File: src/rtl/proc_run_ctrl.sv
// Run sequencer: parks the processor in reset, loads start PC, runs to end_pc/stall/watchdog (option: PC_STALL_DETECT_EN).
// Latency: proc_resetl rises RESET_CYCLES+1 edges after an accepted start; start is dropped, not queued, while busy.
module proc_run_ctrl #(
    parameter int ADDR_W       = 64,
    parameter int DATA_W       = 64,
    parameter int RESET_CYCLES = 2,
    parameter int WDOG_W       = 16,
    parameter int WDOG_LIMIT   = 255,
    parameter int STALL_CYCLES = 4
) (
    input  logic              CLK,
    input  logic              reset,
    input  logic              start,
    input  logic [ADDR_W-1:0] start_pc,
    input  logic [ADDR_W-1:0] end_pc,
    input  logic [DATA_W-1:0] expected,
    input  logic [ADDR_W-1:0] proc_currentpc,
    input  logic [DATA_W-1:0] proc_memtoreg,
    output logic              proc_resetl,
    output logic [ADDR_W-1:0] proc_startpc,
    output logic              busy,
    output logic              done,
    output logic              pass,
    output logic              timeout,
    output logic              halted,
    output logic [DATA_W-1:0] result,
    output logic [WDOG_W-1:0] cycle_count
);

    localparam int HOLD_W = $clog2(RESET_CYCLES + 1);

    typedef enum logic [2:0] {IDLE, RESET_HOLD, RUN, DONE, TIMEOUT} state_t;

    state_t            state, state_nxt;
    logic [HOLD_W-1:0] hold_cnt, hold_cnt_nxt;
    logic [ADDR_W-1:0] end_pc_q, end_pc_nxt;
    logic [DATA_W-1:0] expected_q, expected_nxt;
    logic [ADDR_W-1:0] startpc_nxt;
    logic              resetl_nxt, busy_nxt, done_nxt, pass_nxt, timeout_nxt, halted_nxt;
    logic [DATA_W-1:0] result_nxt;
    logic [WDOG_W-1:0] count_nxt;
    logic              end_hit;
    logic              stall;

    assign end_hit = (proc_currentpc >= end_pc_q);

`ifdef PC_STALL_DETECT_EN
    localparam int STALL_W = $clog2(STALL_CYCLES + 1);

    logic [ADDR_W-1:0]  last_pc;
    logic               pc_seen;
    logic [STALL_W-1:0] rep_cnt, rep_cnt_nxt;

    // The first RUN cycle has no previous PC, so it can never count as a repeat.
    always_comb begin
        rep_cnt_nxt = '0;
        if (pc_seen && (proc_currentpc == last_pc))
            rep_cnt_nxt = rep_cnt + 1'b1;
    end

    assign stall = (rep_cnt_nxt == STALL_W'(STALL_CYCLES));

    always_ff @(posedge CLK) begin
        if (reset || (state != RUN)) begin
            last_pc <= '0;
            pc_seen <= 1'b0;
            rep_cnt <= '0;
        end else begin
            last_pc <= proc_currentpc;
            pc_seen <= 1'b1;
            rep_cnt <= rep_cnt_nxt;
        end
    end
`else
    assign stall = 1'b0;
`endif

    always_comb begin
        state_nxt    = state;
        hold_cnt_nxt = hold_cnt;
        end_pc_nxt   = end_pc_q;
        expected_nxt = expected_q;
        startpc_nxt  = proc_startpc;
        resetl_nxt   = proc_resetl;
        busy_nxt     = busy;
        done_nxt     = done;
        pass_nxt     = pass;
        timeout_nxt  = timeout;
        halted_nxt   = halted;
        result_nxt   = result;
        count_nxt    = cycle_count;

        case (state)
            IDLE, DONE, TIMEOUT: begin
                resetl_nxt = 1'b0;
                if (start) begin
                    state_nxt    = RESET_HOLD;
                    hold_cnt_nxt = '0;
                    startpc_nxt  = start_pc;
                    end_pc_nxt   = end_pc;
                    expected_nxt = expected;
                    busy_nxt     = 1'b1;
                    done_nxt     = 1'b0;
                    pass_nxt     = 1'b0;
                    timeout_nxt  = 1'b0;
                    halted_nxt   = 1'b0;
                    result_nxt   = '0;
                    count_nxt    = '0;
                end
            end
            RESET_HOLD: begin
                if (hold_cnt == HOLD_W'(RESET_CYCLES)) begin
                    state_nxt  = RUN;
                    resetl_nxt = 1'b1;
                end else begin
                    hold_cnt_nxt = hold_cnt + 1'b1;
                end
            end
            RUN: begin
                // End address outranks both stall and watchdog on the same cycle.
                if (end_hit || stall) begin
                    state_nxt  = DONE;
                    resetl_nxt = 1'b0;
                    busy_nxt   = 1'b0;
                    done_nxt   = 1'b1;
                    halted_nxt = ~end_hit;
                    result_nxt = proc_memtoreg;
                    pass_nxt   = (proc_memtoreg == expected_q);
                end else if (cycle_count == WDOG_W'(WDOG_LIMIT - 1)) begin
                    state_nxt   = TIMEOUT;
                    resetl_nxt  = 1'b0;
                    busy_nxt    = 1'b0;
                    done_nxt    = 1'b1;
                    timeout_nxt = 1'b1;
                    pass_nxt    = 1'b0;
                    result_nxt  = proc_memtoreg;
                end else begin
                    count_nxt = cycle_count + 1'b1;
                end
            end
            default: state_nxt = IDLE;
        endcase
    end

    always_ff @(posedge CLK) begin
        if (reset) begin
            state        <= IDLE;
            hold_cnt     <= '0;
            end_pc_q     <= '0;
            expected_q   <= '0;
            proc_startpc <= '0;
            proc_resetl  <= 1'b0;
            busy         <= 1'b0;
            done         <= 1'b0;
            pass         <= 1'b0;
            timeout      <= 1'b0;
            halted       <= 1'b0;
            result       <= '0;
            cycle_count  <= '0;
        end else begin
            state        <= state_nxt;
            hold_cnt     <= hold_cnt_nxt;
            end_pc_q     <= end_pc_nxt;
            expected_q   <= expected_nxt;
            proc_startpc <= startpc_nxt;
            proc_resetl  <= resetl_nxt;
            busy         <= busy_nxt;
            done         <= done_nxt;
            pass         <= pass_nxt;
            timeout      <= timeout_nxt;
            halted       <= halted_nxt;
            result       <= result_nxt;
            cycle_count  <= count_nxt;
        end
    end

endmodule

File: config.mk
export PLATFORM = sky130hd
export DESIGN_NAME = proc_run_ctrl
export DESIGN_NICKNAME = d
export VERILOG_FILES = /design/src/rtl/proc_run_ctrl.sv
export SDC_FILE = /design/constraint.sdc
export NUM_CORES = 1
export LEC_CHECK = 0
export ABC_AREA = 1
export BUFFER_PORTS_ARGS = -buffer_cell sky130_fd_sc_hd__buf_4
export CORE_MARGIN = 1.5
export CORE_UTILIZATION = 25
export CTS_CLUSTER_SIZE = 16
export DETAILED_ROUTE_END_ITERATION = 6
export SLEW_MARGIN = 40
export SYNTH_ARGS = -nofsm -noshare
export SYNTH_HDL_FRONTEND = slang
export SYNTH_SLANG_ARGS = --single-unit
File: constraint.sdc
create_clock -name CLK -period 2.61 [get_ports CLK]
set_input_delay 0.261 -clock CLK [delete_from_list [all_inputs] [get_ports CLK]]
set_output_delay 0.261 -clock CLK [all_outputs]
set_load 0.02 [all_outputs]
==> tab_implementation.tex, run 1 <==
\begin{tabular}{lr}
\hline
Metric & Value \\
\hline
\multicolumn{2}{l}{\textbf{Timing}} \\
\quad Count of final hold-check violations & 0 \\
\quad Final worst path period share & 0.9155 \\
\quad Minimum hold slack & 0.02504 ns \\
\quad Setup total negative slack & 0 ns \\
\quad Final number of setup-violating endpoints & 0 \\
\quad Setup clock skew after layout & 0.01507 ns \\
\quad Headroom to the max-slew limit & 0.4855 \\
\quad Fmax achieved & 418.5 MHz \\
\quad Fin crit period & 2.389 ns \\
\quad Slew Viols, Final & 0 \\
\quad Actual slew at the worst max-slew pin & 0.7717 ns \\
\multicolumn{2}{l}{\textbf{Clock tree}} \\
\quad Clk Tree Root Cell & clkbuf\_16 \\
\quad TritonCTS clock tree & yes \\
\quad CTS buffer count & 37 \\
\quad Number of sinks on the clock net & 283 \\
\quad Worst-skew pair later-pin latency & 0.54 ns \\
\quad Total number of H-tree levels & 2 \\
\quad Maximum buffer depth of the clock tree & 3 \\
\quad Clock input transition at the sequential cells of the worst setup and hold paths & 0.06 ns \\
\multicolumn{2}{l}{\textbf{Synth}} \\
\quad Syn Area/Cell & 7.773 um2 \\
\quad Post-synth top area share & 0.4331 \\
\quad Synthesis warning total & 0 \\
\quad Post-synth design cell area & 0.01308 mm2 \\
\quad Multiplexer share of the synthesized area & 0 \\
\quad Fraction of the mapped netlist area in adder cells & 0.06408 \\
\quad Xor and xnor area share after synthesis & 0.04084 \\
\quad Number of instances in the synthesized netlist & 1,683 \\
\quad Seq/Total Area, Yosys & 0.4331 \\
\quad Distinct cells, synth & 37 \\
\quad Largest family of logic cells by synthesized area & simple AND/OR/NAND/NOR gates \\
\quad Seq cells post-synth & 283 \\
\quad Complex-gate fraction of the synthesized area & 0.1659 \\
\quad Basic-gate share of the synthesized area counting and, or, nand and nor cells & 0.2217 \\
\quad Largest cells by area after synthesis & dfxtp\_1 43\%, nor2\_1 8.1\%, o21ai\_0 7.3\% \\
\quad Net count after synthesis & 2,073 \\
\quad Post-synthesis cell type with the largest combined area & dfxtp\_1 \\
\multicolumn{2}{l}{\textbf{Worst setup path}} \\
\quad Worst-path fanout max & 33 \\
\quad Required time of the critical path & 2.99 ns \\
\quad Worst Reg2Reg Path Length in Cells & 16 \\
\quad End point of the critical path & result[58] \\
\quad Flop2flop setup slack & 0.22 ns \\
\quad Critical path type & register to register \\
\quad Capture point of the worst reg-to-reg path & result[58] \\
\quad Setup crit start kind & register \\
\quad Sort of element at the end of the critical path & register \\
\quad Beginning of the worst register-to-register path & end\_pc\_q[31] \\
\quad Critical path launch point & end\_pc\_q[31] \\
\quad Crit path DAT & 2.77 ns \\
\multicolumn{2}{l}{\textbf{Place}} \\
\quad Number of port buffers & 472 \\
\quad Weighted congestion at the end of routability-driven global placement & 0.8228 \\
\quad Detailed placer's ending HPWL & 33,320 um \\
\quad Placed standard-cell area & 0.01730 mm2 \\
\multicolumn{2}{l}{\textbf{Run}} \\
\quad Number of maximum-capacitance violations & 0 \\
\multicolumn{2}{l}{\textbf{Global routing}} \\
\quad Initial antenna violation count & 2 \\
\quad Global-route wire length before repair & 75,870 um \\
\quad GRT Util Overall & 0.1778 \\
\quad Via count of the first global-routing pass & 14,390 \\
\quad Pin count of the biggest net entering global routing & 67 \\
\quad Total global routing overflow & 0 \\
\multicolumn{2}{l}{\textbf{Route}} \\
\quad Via Count & 14,010 \\
\quad Initial DRT Pass Iterations & 6 \\
\quad Final routed DRC violation total & 0 \\
\quad Wire length per cell after detailed routing & 16.21 um \\
\quad Iter 0 DRT Violations & 583 \\
\quad Wire length reported by the detailed router & 49,820 um \\
\quad Remaining antenna violation count after routing & 0 \\
\quad Detail-routed via count per cell & 4.559 \\
\multicolumn{2}{l}{\textbf{Floorplan}} \\
\quad Core region area & 0.05151 mm2 \\
\quad Die span in x & 231.7 um \\
\quad Area enclosed by the die boundary & 0.05371 mm2 \\
\quad Initial core utilization & 0.2540 \\
\quad Number of I/O pins & 473 \\
\quad DIE HEIGHT & 231.7 um \\
\quad Num rows & 83 \\
\multicolumn{2}{l}{\textbf{Status}} \\
\quad Outcome & complete, no violations \\
\multicolumn{2}{l}{\textbf{Final layout}} \\
\quad Multi-input gate area in the final layout & 0.006464 mm2 \\
\quad Nets & 2,754 \\
\quad Area occupied by registers & 0.005665 mm2 \\
\quad Fill cell total of the finished layout & 5,030 \\
\quad Layout cell share with drive strength beyond 1 & 0.2830 \\
\quad Non-Filler Cell Area, Final & 0.02101 mm2 \\
\quad Synth-to-layout area growth & 60.58\% \\
\quad Final cell utilization of the core & 0.4078 \\
\multicolumn{2}{l}{\textbf{Worst hold path}} \\
\quad Class of the most critical hold timing path & input pin to register \\
\multicolumn{2}{l}{\textbf{Pwr}} \\
\quad Total chip power & 0.01776 W \\
\quad Leakage & 9.230 nW \\
\quad PD cells & 845.4 mW/mm2 \\
\quad Worst vdd ir & 579.5 uV \\
\hline
\end{tabular}
[cells by family (layout without fill, tap and decap cells)]
kind of cell    Yosys count  count (layout)
other cells               0               4
buf+inv                 225             931
flops                   283             283
simple gates            645             645
compound gates          402             402
fa+ha+maj                67              67
xor+xnor                 61              61
[registers in the layout, summed over array words and instances, names as in the netlist]
signal,flops
timeout,1
pass,1
hold_cnt,2
state,3
end_pc_q,64
proc_resetl,1
halted,1
result,64
busy,1
cycle_count,16
expected_q,64
done,1
proc_startpc,64
[cells in the mapped netlist (all sizes together)]
library cell	instances
a21o	2
a21oi	190
a31oi	1
and3	1
buf	34
clkbuf	64
clkinv	1
dfxtp	283
ha	67
inv	126
nand2	213
nand3	106
nand3b	1
nand4	8
nor2	284
nor3	17
nor4	2
o211ai	1
o21ai	208
or2	13
xnor2	32
xor2	29
[per-stage QoR]
step / std cells / setup slack, ns
2_1_floorplan: 1683 / 0.6436
3_3_place_gp: 2767 / 0.1629
3_5_place_dp: 2767 / 0.1042
4_1_cts: 3066 / 0.1443
5_1_grt: 3071 / -0.006920
6_report: 3073 / 0.2206
[placed cells by master, fill, tap and decap left out, drive strengths merged]
| cell | netlist | final |
|---|---|---|
| inv | 126 | 128 |
| nor3 | 17 | 17 |
| a31oi | 1 | 1 |
| or2 | 13 | 13 |
| nand4 | 8 | 8 |
| ha | 67 | 67 |
| nand3b | 1 | 1 |
| clkbuf | 64 | 57 |
| dlygate4sd3 | 0 | 235 |
| xnor2 | 32 | 32 |
| nand2 | 213 | 213 |
| nor2 | 284 | 284 |
| a21o | 2 | 2 |
| buf | 34 | 504 |
| o211ai | 1 | 1 |
| clkinvlp | 0 | 1 |
| nand3 | 106 | 106 |
| bufinv | 0 | 2 |
| nor4 | 2 | 2 |
| o21ai | 208 | 208 |
| and3 | 1 | 1 |
| clkinv | 1 | 4 |
| xor2 | 29 | 29 |
| diode | 0 | 4 |
| a21oi | 190 | 190 |
| dfxtp | 283 | 283 |
[layer usage]
layer / global-route usage / wire (um)
met1: 0.2034 / 20210
met2: 0.3035 / 23960
met3: 0.04838 / 3605
met4: 0.08908 / 2041
met5: 0 / 0
[area by class of cell]
| class | count | area share |
|---|---|---|
| repair buffers | 740 | 0.2978 |
| inverters | 127 | 0.02317 |
| well taps | 680 | 0.04050 |
| multi-input cells | 1175 | 0.3077 |
| clock buffers | 56 | 0.05569 |
| diodes | 4 | 0.0004765 |
| clock inverters | 8 | 0.004944 |
| flip-flops and latches | 283 | 0.2697 |
[timing repair]
item	CTS	global route
hold buffers	235	0
resized for setup	0	3
buffers inserted	0	2
setup endpoints to repair	0	65
endpoints found under the hold margin	235	0
[report_power, final]
group | internal, W | switching (W) | total, W
registers | 0.00541 | 0.000545 | 0.00596
logic | 0.00261 | 0.00391 | 0.00652
clock network | 0.00328 | 0.00201 | 0.00529
[critical path, stage by stage, from the launching register on]
cell and delay, ns:
dfxtp_1 0.31, inv_1 0.05, ha_1 0.28, nand2_1 0.07
nor2_1 0.17, nand2_1 0.12, nor2_2 0.17, nand2_1 0.07
nand2_1 0.06, nor2_1 0.04, nand2_1 0.11, nand2_2 0.09
nand3_4 0.14, nand2_4 0.12, clkbuf_16 0.24, nand2_1 0.09
a21oi_1 0.06
[how the worst min path moves through the flow]
stage	cells past startpoint	end	from	slack (ns)
after global routing	3	end_pc_q[36]	end_pc[36]	0.02
after global placement	2	halted	halted	0.44
after floorplan	2	expected_q[0]	expected[0]	0.40
final	3	expected_q[16]	expected[16]	0.03
after CTS	3	expected_q[16]	expected[16]	0.001
after detailed placement	2	halted	halted	0.44
Power figures use the tool's default switching activity.
==> run 2: changes to the inputs <==
PLACE_DENSITY_LB_ADDON = 0.12   (was default)
==> tab_implementation.tex, run 2 (synthesis gave the netlist of run 1 again) <==
\begin{tabular}{lr}
\hline
Metric & Value \\
\hline
\multicolumn{2}{l}{\textbf{Place}} \\
\quad Detailed placer's ending HPWL & 33,950 um (+1.9\%) \\
\quad Placed standard-cell area & 0.01727 mm2 (-0.19\%) \\
\quad DP Cell Count & 2,763 (-0.14\%) \\
\quad Number of port buffers & 472 (unchanged) \\
\quad Weighted congestion at the end of routability-driven global placement & 0.7724 (-6.1\%) \\
\multicolumn{2}{l}{\textbf{Pwr}} \\
\quad Worst vdd ir & 514.8 uV (-11\%) \\
\quad PD cells & 822.3 mW/mm2 (-2.7\%) \\
\quad Total chip power & 0.01709 W (-3.8\%) \\
\quad Leakage & 9.096 nW (-1.4\%) \\
\multicolumn{2}{l}{\textbf{Timing}} \\
\quad Count of final hold-check violations & 0 (unchanged) \\
\quad Slew Viols, Final & 0 (unchanged) \\
\quad Final number of setup-violating endpoints & 0 (unchanged) \\
\quad Setup clock skew after layout & 0.01698 ns (+0.001907 ns) \\
\quad Headroom to the max-slew limit & 0.4533 (-0.03217) \\
\quad Fin crit period & 2.348 ns (-0.04090 ns) \\
\quad Setup total negative slack & 0 ns (unchanged) \\
\quad RSZ-0062 raised after global routing & yes \\
\quad Final worst path period share & 0.8998 (-0.01567) \\
\quad Fmax achieved & 425.8 MHz (+1.7\%) \\
\quad Actual slew at the worst max-slew pin & 0.8200 ns (+0.04825 ns) \\
\multicolumn{2}{l}{\textbf{Final layout}} \\
\quad Fill cell total of the finished layout & 5,343 (+6.2\%) \\
\quad Commonest cells after routing, fill and taps aside & 489 x buf\_4, 283 x dfxtp\_1, 279 x nor2\_1 \\
\quad Synth-to-layout area growth & 58.88\% \\
\quad Multi-input gate area in the final layout & 0.006464 mm2 (unchanged) \\
\quad Most frequent standard cell in the layout excluding fill and tap cells & buf\_4 \\
\quad Number of standard cells in the final layout excluding fillers & 3,061 (-0.39\%) \\
\quad Layout cell share with drive strength beyond 1 & 0.2785 (-0.004509) \\
\quad Area occupied by registers & 0.005665 mm2 (unchanged) \\
\quad Number of antenna diodes & 0 (-4) \\
\quad Non-Filler Cell Area, Final & 0.02078 mm2 (-1.1\%) \\
\quad Nets & 2,748 (-0.22\%) \\
\multicolumn{2}{l}{\textbf{Global routing}} \\
\quad Global-route wire length before repair & 75,200 um (-0.87\%) \\
\quad Pin count of the biggest net entering global routing & 130 (+94\%) \\
\quad Initial antenna violation count & 0 (-2) \\
\quad Via count of the first global-routing pass & 13,730 (-4.6\%) \\
\quad Total global routing overflow & 0 (unchanged) \\
\quad GRT Util Overall & 0.1768 (-0.001059) \\
\multicolumn{2}{l}{\textbf{Worst setup path}} \\
\quad Flop2flop setup slack & 0.26 ns (+0.04 ns) \\
\quad Setup crit start kind & register \\
\quad Sort of element at the end of the critical path & register \\
\quad Capture point of the worst reg-to-reg path & result[62] \\
\quad Beginning of the worst register-to-register path & end\_pc\_q[15] \\
\quad Required time of the critical path & 3.00 ns (about the same) \\
\quad Crit path DAT & 2.74 ns (-0.03 ns) \\
\quad Critical path type & register to register \\
\quad Worst Reg2Reg Path Length in Cells & 16 (unchanged) \\
\quad Worst-path fanout max & 35 (+6.1\%) \\
\quad End point of the critical path & result[62] \\
\quad Critical path launch point & end\_pc\_q[15] \\
\multicolumn{2}{l}{\textbf{Floorplan}} \\
\quad Initial core utilization & 0.2540 (unchanged) \\
\quad Die span in x & 231.7 um (unchanged) \\
\quad Num rows & 83 (unchanged) \\
\quad Area enclosed by the die boundary & 0.05371 mm2 (unchanged) \\
\quad DIE HEIGHT & 231.7 um (unchanged) \\
\quad Number of I/O pins & 473 (unchanged) \\
\quad Core region area & 0.05151 mm2 (unchanged) \\
\multicolumn{2}{l}{\textbf{Clock tree}} \\
\quad Number of sinks on the clock net & 283 (unchanged) \\
\quad Worst-skew pair later-pin latency & 0.54 ns (about the same) \\
\quad Maximum buffer depth of the clock tree & 3 (unchanged) \\
\quad Clk Tree Root Cell & clkbuf\_16 \\
\quad Total number of H-tree levels & 2 (unchanged) \\
\quad TritonCTS clock tree & yes \\
\quad Post-CTS Repair Setup Buffers & 0 (unchanged) \\
\quad CTS buffer count & 37 (unchanged) \\
\quad Clock input transition at the sequential cells of the worst setup and hold paths & 0.06 ns (about the same) \\
\multicolumn{2}{l}{\textbf{Status}} \\
\quad Outcome & complete, no violations \\
\multicolumn{2}{l}{\textbf{Route}} \\
\quad Remaining antenna violation count after routing & 0 (unchanged) \\
\quad Via Count & 13,380 (-4.5\%) \\
\quad Iter 0 DRT Violations & 526 (-9.8\%) \\
\quad Wire length per cell after detailed routing & 15.96 um (-1.6\%) \\
\quad Final routed DRC violation total & 0 (unchanged) \\
\quad Wire length reported by the detailed router & 48,850 um (-1.9\%) \\
\quad Initial DRT Pass Iterations & 5 (-1) \\
\quad Detail-routed via count per cell & 4.372 (-4.1\%) \\
\multicolumn{2}{l}{\textbf{Run}} \\
\quad Number of maximum-capacitance violations & 0 (unchanged) \\
\multicolumn{2}{l}{\textbf{Worst hold path}} \\
\quad Class of the most critical hold timing path & input pin to register \\
\hline
\end{tabular}
-- run 2: cell types whose count changed in the layout (fill, tap and decap cells not counted), sizes merged --
cell / delta
bufinv: -1
clkbuf: -2
clkinvlp: +1
buf: -6
diode: -4
-- run 2: layout make-up --
type,instances,share of cell area
Timing Repair Buffer,733,0.2968
Sequential cell,283,0.2726
Clock inverter,7,0.003431
Tap cell,680,0.04094
Multi-Input combinational cell,1175,0.3110
Timing Repair inverter,1,0.0003612
Clock buffer,55,0.05117
Inverter,127,0.02372
-- run 2: worst max-delay path, cell delays in order (launching register included) --
cell and delay (ns):
dfxtp_1 0.31, inv_1 0.05, ha_1 0.29, nand2_1 0.06
nor2_1 0.18, nand2_1 0.10, nor2_1 0.15, nand2_1 0.07
nand2_1 0.06, nor2_1 0.04, nand2_1 0.12, nand2_2 0.09
nand3_4 0.13, nand2_2 0.17, buf_12 0.21, nand2_1 0.09
a21oi_1 0.06
-- run 2: how the worst min path moves through the flow --
stage / from / endpoint / cells after the start
CTS: proc_memtoreg[60] / result[60] / 3
detailed placement: halted / halted / 2
finish: end_pc[21] / end_pc_q[21] / 3
global placement: halted / halted / 2
global route: end_pc[21] / end_pc_q[21] / 3
floorplan: expected[0] / expected_q[0] / 2
-- run 2: through the flow --
stage / setup WS [ns] / util / hold slack [ns]
2_1_floorplan: 0.6436 / - / 0.3959
3_3_place_gp: -0.04287 / 0.3351 / 0.4341
4_1_cts: 0.01670 / 0.4030 / 0.0002909
5_1_grt: -0.002884 / 0.4035 / 0.02622
6_report: 0.2615 / 0.4035 / 0.02971
3_5_place_dp: -0.007039 / 0.3353 / 0.4419
-- run 2: what timing repair did --
| action | in CTS | in global routing |
|---|---|---|
| hold buffers | 235 | 0 |
| gates resized for setup | 0 | 6 |
| setup endpoints to repair | 0 | 78 |
| hold endpoints to repair | 235 | 0 |
-- run 2: power by group --
| part | internal, W | total [W] | switching (W) |
|---|---|---|---|
| logic | 0.00252 | 0.00628 | 0.00376 |
| clock network | 0.00291 | 0.00489 | 0.00199 |
| registers | 0.00541 | 0.00592 | 0.000509 |
| total | 0.0108 | 0.0171 | 0.00626 |
-- run 2: metal layers --
layer | vias to the layer above | global-route usage | wire [um]
met3 | 54 | 0.04384 | 3094
met1 | 6149 | 0.2173 | 21400
met4 | 0 | 0.05317 | 1026
met5 | - | 0 | 0
met2 | 332 | 0.3027 | 23330
li1 | 6849 | - | -
==> run 3: changes to the inputs <==
CAP_MARGIN = 20   (was default)
CTS_BUF_LIST = sky130_fd_sc_hd__clkbuf_16   (was default)
GPL_ROUTABILITY_DRIVEN = 0   (was default)
==> tab_implementation.tex, run 3 (synthesis gave the netlist of run 1 again) <==
\begin{tabular}{lr}
\hline
Metric & Value \\
\hline
\multicolumn{2}{l}{\textbf{Global routing}} \\
\quad Via count of the first global-routing pass & 13,740 (+0.095\%) \\
\quad Total global routing overflow & 0 (unchanged) \\
\quad Pin count of the biggest net entering global routing & 130 (unchanged) \\
\quad Global-route wire length before repair & 75,340 um (+0.18\%) \\
\quad GRT Util Overall & 0.1773 (+0.0005515) \\
\quad Initial antenna violation count & 0 (unchanged) \\
\multicolumn{2}{l}{\textbf{Final layout}} \\
\quad Final cell utilization of the core & 0.4021 (-0.001360) \\
\quad Commonest cells after routing, fill and taps aside & 489 x buf\_4, 283 x dfxtp\_1, 279 x nor2\_1 \\
\quad Nets & 2,748 (unchanged) \\
\quad Fill cell total of the finished layout & 5,359 (+0.30\%) \\
\quad Number of antenna diodes & 0 (unchanged) \\
\quad Number of standard cells in the final layout excluding fillers & 3,061 (unchanged) \\
\quad Synth-to-layout area growth & 58.35\% \\
\quad Layout cell share with drive strength beyond 1 & 0.2755 (-0.002940) \\
\quad Most frequent standard cell in the layout excluding fill and tap cells & buf\_4 \\
\multicolumn{2}{l}{\textbf{Route}} \\
\quad Final routed DRC violation total & 0 (unchanged) \\
\quad Detail-routed via count per cell & 4.383 (+0.25\%) \\
\quad Wire length reported by the detailed router & 48,880 um (about the same) \\
\quad Initial DRT Pass Iterations & 4 (-1) \\
\quad Iter 0 DRT Violations & 492 (-6.5\%) \\
\quad Via Count & 13,420 (+0.25\%) \\
\quad Wire length per cell after detailed routing & 15.97 um (about the same) \\
\quad Remaining antenna violation count after routing & 0 (unchanged) \\
\multicolumn{2}{l}{\textbf{Timing}} \\
\quad Minimum hold slack & 0.03273 ns (+0.003015 ns) \\
\quad Slew Viols, Final & 0 (unchanged) \\
\quad Headroom to the max-slew limit & 0.4534 (about the same) \\
\quad RSZ-0062 raised after global routing & yes \\
\quad Fin crit period & 2.360 ns (+0.01150 ns) \\
\quad Fmax achieved & 423.7 MHz (-0.49\%) \\
\quad Final number of setup-violating endpoints & 0 (unchanged) \\
\quad Setup clock skew after layout & 0.01724 ns (+0.0002603 ns) \\
\quad Final worst setup slack & 0.2500 ns (-0.01150 ns) \\
\quad Final worst path period share & 0.9042 (+0.004407) \\
\quad Actual slew at the worst max-slew pin & 0.8200 ns (-0.00002903 ns) \\
\quad Count of final hold-check violations & 0 (unchanged) \\
\multicolumn{2}{l}{\textbf{Pwr}} \\
\quad Clock power share & 0.275 (-0.011) \\
\quad Sequential share of power & 0.352 (+0.006) \\
\quad Leakage & 9.102 nW (about the same) \\
\quad Net switching power & 0.006253 W (-0.10\%) \\
\quad PD cells & 812.7 mW/mm2 (-1.2\%) \\
\quad Internal & 0.01058 W (-2.3\%) \\
\quad Relative contribution of combinational cells to total power & 0.373 (+0.006) \\
\quad Worst vdd ir & 514.6 uV (about the same) \\
\quad Sw Ratio & 0.3715 (+0.005203) \\
\multicolumn{2}{l}{\textbf{Place}} \\
\quad DP Cell Count & 2,763 (unchanged) \\
\quad Detailed placer's ending HPWL & 33,950 um (unchanged) \\
\quad Worst slack, placed & -0.007039 ns (unchanged) \\
\quad Number of port buffers & 472 (unchanged) \\
\multicolumn{2}{l}{\textbf{Worst setup path}} \\
\quad Setup crit start kind & register \\
\quad Required time of the critical path & 3.00 ns (about the same) \\
\quad Sort of element at the end of the critical path & register \\
\quad Worst-path fanout max & 35 (unchanged) \\
\quad Crit path DAT & 2.75 ns (about the same) \\
\quad Ordered cell list for the critical path & inv\_1 > ha\_1 > nand2\_1 > nor2\_1 > nand2\_1 > nor2\_1 > nand2\_1 > nand2\_1 > nor2\_1 > nand2\_1 > nand2\_2 > nand3\_4 > nand2\_2 > buf\_12 > nand2\_1 > a21oi\_1 \\
\quad Critical path type & register to register \\
\quad Crit-path max cell delay & 0.31 ns (about the same) \\
\quad Library cell contributing the largest single delay on the critical path & dfxtp\_1 \\
\quad Most frequent CP cell & nand2\_1 \\
\multicolumn{2}{l}{\textbf{Floorplan}} \\
\quad Core region area & 0.05151 mm2 (unchanged) \\
\quad Number of I/O pins & 473 (unchanged) \\
\quad Area enclosed by the die boundary & 0.05371 mm2 (unchanged) \\
\quad DIE HEIGHT & 231.7 um (unchanged) \\
\quad Num rows & 83 (unchanged) \\
\quad Initial core utilization & 0.2540 (unchanged) \\
\quad Die span in x & 231.7 um (unchanged) \\
\multicolumn{2}{l}{\textbf{Clock tree}} \\
\quad CTS buffer count & 37 (unchanged) \\
\quad Clk Tree Root Cell & clkbuf\_16 \\
\quad Number of sinks on the clock net & 283 (unchanged) \\
\quad TritonCTS clock tree & yes \\
\quad Worst-skew pair later-pin latency & 0.54 ns (about the same) \\
\quad Post-CTS Repair Setup Buffers & 0 (unchanged) \\
\quad Maximum buffer depth of the clock tree & 3 (unchanged) \\
\quad Total number of H-tree levels & 2 (unchanged) \\
\quad Clock input transition at the sequential cells of the worst setup and hold paths & 0.06 ns (about the same) \\
\multicolumn{2}{l}{\textbf{Worst hold path}} \\
\quad Class of the most critical hold timing path & input pin to register \\
\multicolumn{2}{l}{\textbf{Run}} \\
\quad Number of maximum-capacitance violations & 0 (unchanged) \\
\multicolumn{2}{l}{\textbf{Status}} \\
\quad Outcome & complete, no violations \\
\hline
\end{tabular}
==> run 3: changes by cell type in the layout (fill, tap and decap cells not counted) <==
| cell | change |
|---|---|
| clkbuf_1 | -11 |
| inv_1 | +11 |
| clkbuf_8 | -7 |
| clkinv_1 | +7 |
==> run 3: what timing repair did <==
| item | 4_1_cts | 5_1_grt |
|---|---|---|
| endpoints found under the hold margin | 235 | 0 |
| hold buffers | 235 | 0 |
| endpoints found under the setup margin | 0 | 78 |
| gates resized for setup | 0 | 6 |
==> run 3: final cells by class <==
type / count / area (um2) / share of cell area
Multi-Input combinational cell: 1175 / 6464 / 0.3121
Sequential cell: 283 / 5665 / 0.2735
Tap cell: 680 / 850.8 / 0.04108
Timing Repair Buffer: 733 / 6168 / 0.2978
Timing Repair inverter: 1 / 7.507 / 0.0003624
Inverter: 127 / 493.0 / 0.02380
Clock buffer: 37 / 925.9 / 0.04470
Clock inverter: 25 / 138.9 / 0.006705
==> run 3: path summary, 6_finish.rpt <==
check	cells past startpoint	to	slack, ns	startpoint
max	16	result[62]	0.25	end_pc_q[15]
min	3	end_pc_q[21]	0.03	end_pc[21]
max reg2reg	16	result[62]	0.25	end_pc_q[15]
min reg2reg	2	halted	0.45	halted
==> run 3: per-stage QoR <==
stage	TNS, ns	power [W]	instance area [um2]
3_3_place_gp	-1.005	0.01198	17260
3_5_place_dp	-0.01213	0.01204	17270
2_1_floorplan	0	0.009779	13080
5_1_grt	-0.002639	0.01810	20710
4_1_cts	0	0.01712	20690
6_report	0	0.01683	20710
==> run 3: worst max-delay path: cells and delay by family (launching register included) <==
kind | cells | cell delay, ns
AO/OA/AOI/OAI | 1 | 0.06
adder cells (fa/ha/maj) | 1 | 0.29
buffers and inverters | 2 | 0.26
flip-flops | 1 | 0.31
AND/OR/NAND/NOR | 12 | 1.25
==> run 3: per-layer routing <==
metal | GRT usage | up-vias | wire (um)
met3 | 0.04384 | 56 | 3145
li1 | - | 6851 | -
met1 | 0.2178 | 6183 | 21260
met5 | 0 | - | 0
met4 | 0.05317 | 0 | 1063
met2 | 0.3040 | 327 | 23410
==> run 3: power by group through the flow <==
stage	Clock (W)	Combinational [W]	Sequential, W
after floorplan	0	0.00329	0.00649
after global placement	0	0.00600	0.00598
after detailed placement	0	0.00604	0.00600
after CTS	0.00485	0.00636	0.00592
after global routing	0.00501	0.00704	0.00604
final	0.00463	0.00628	0.00592
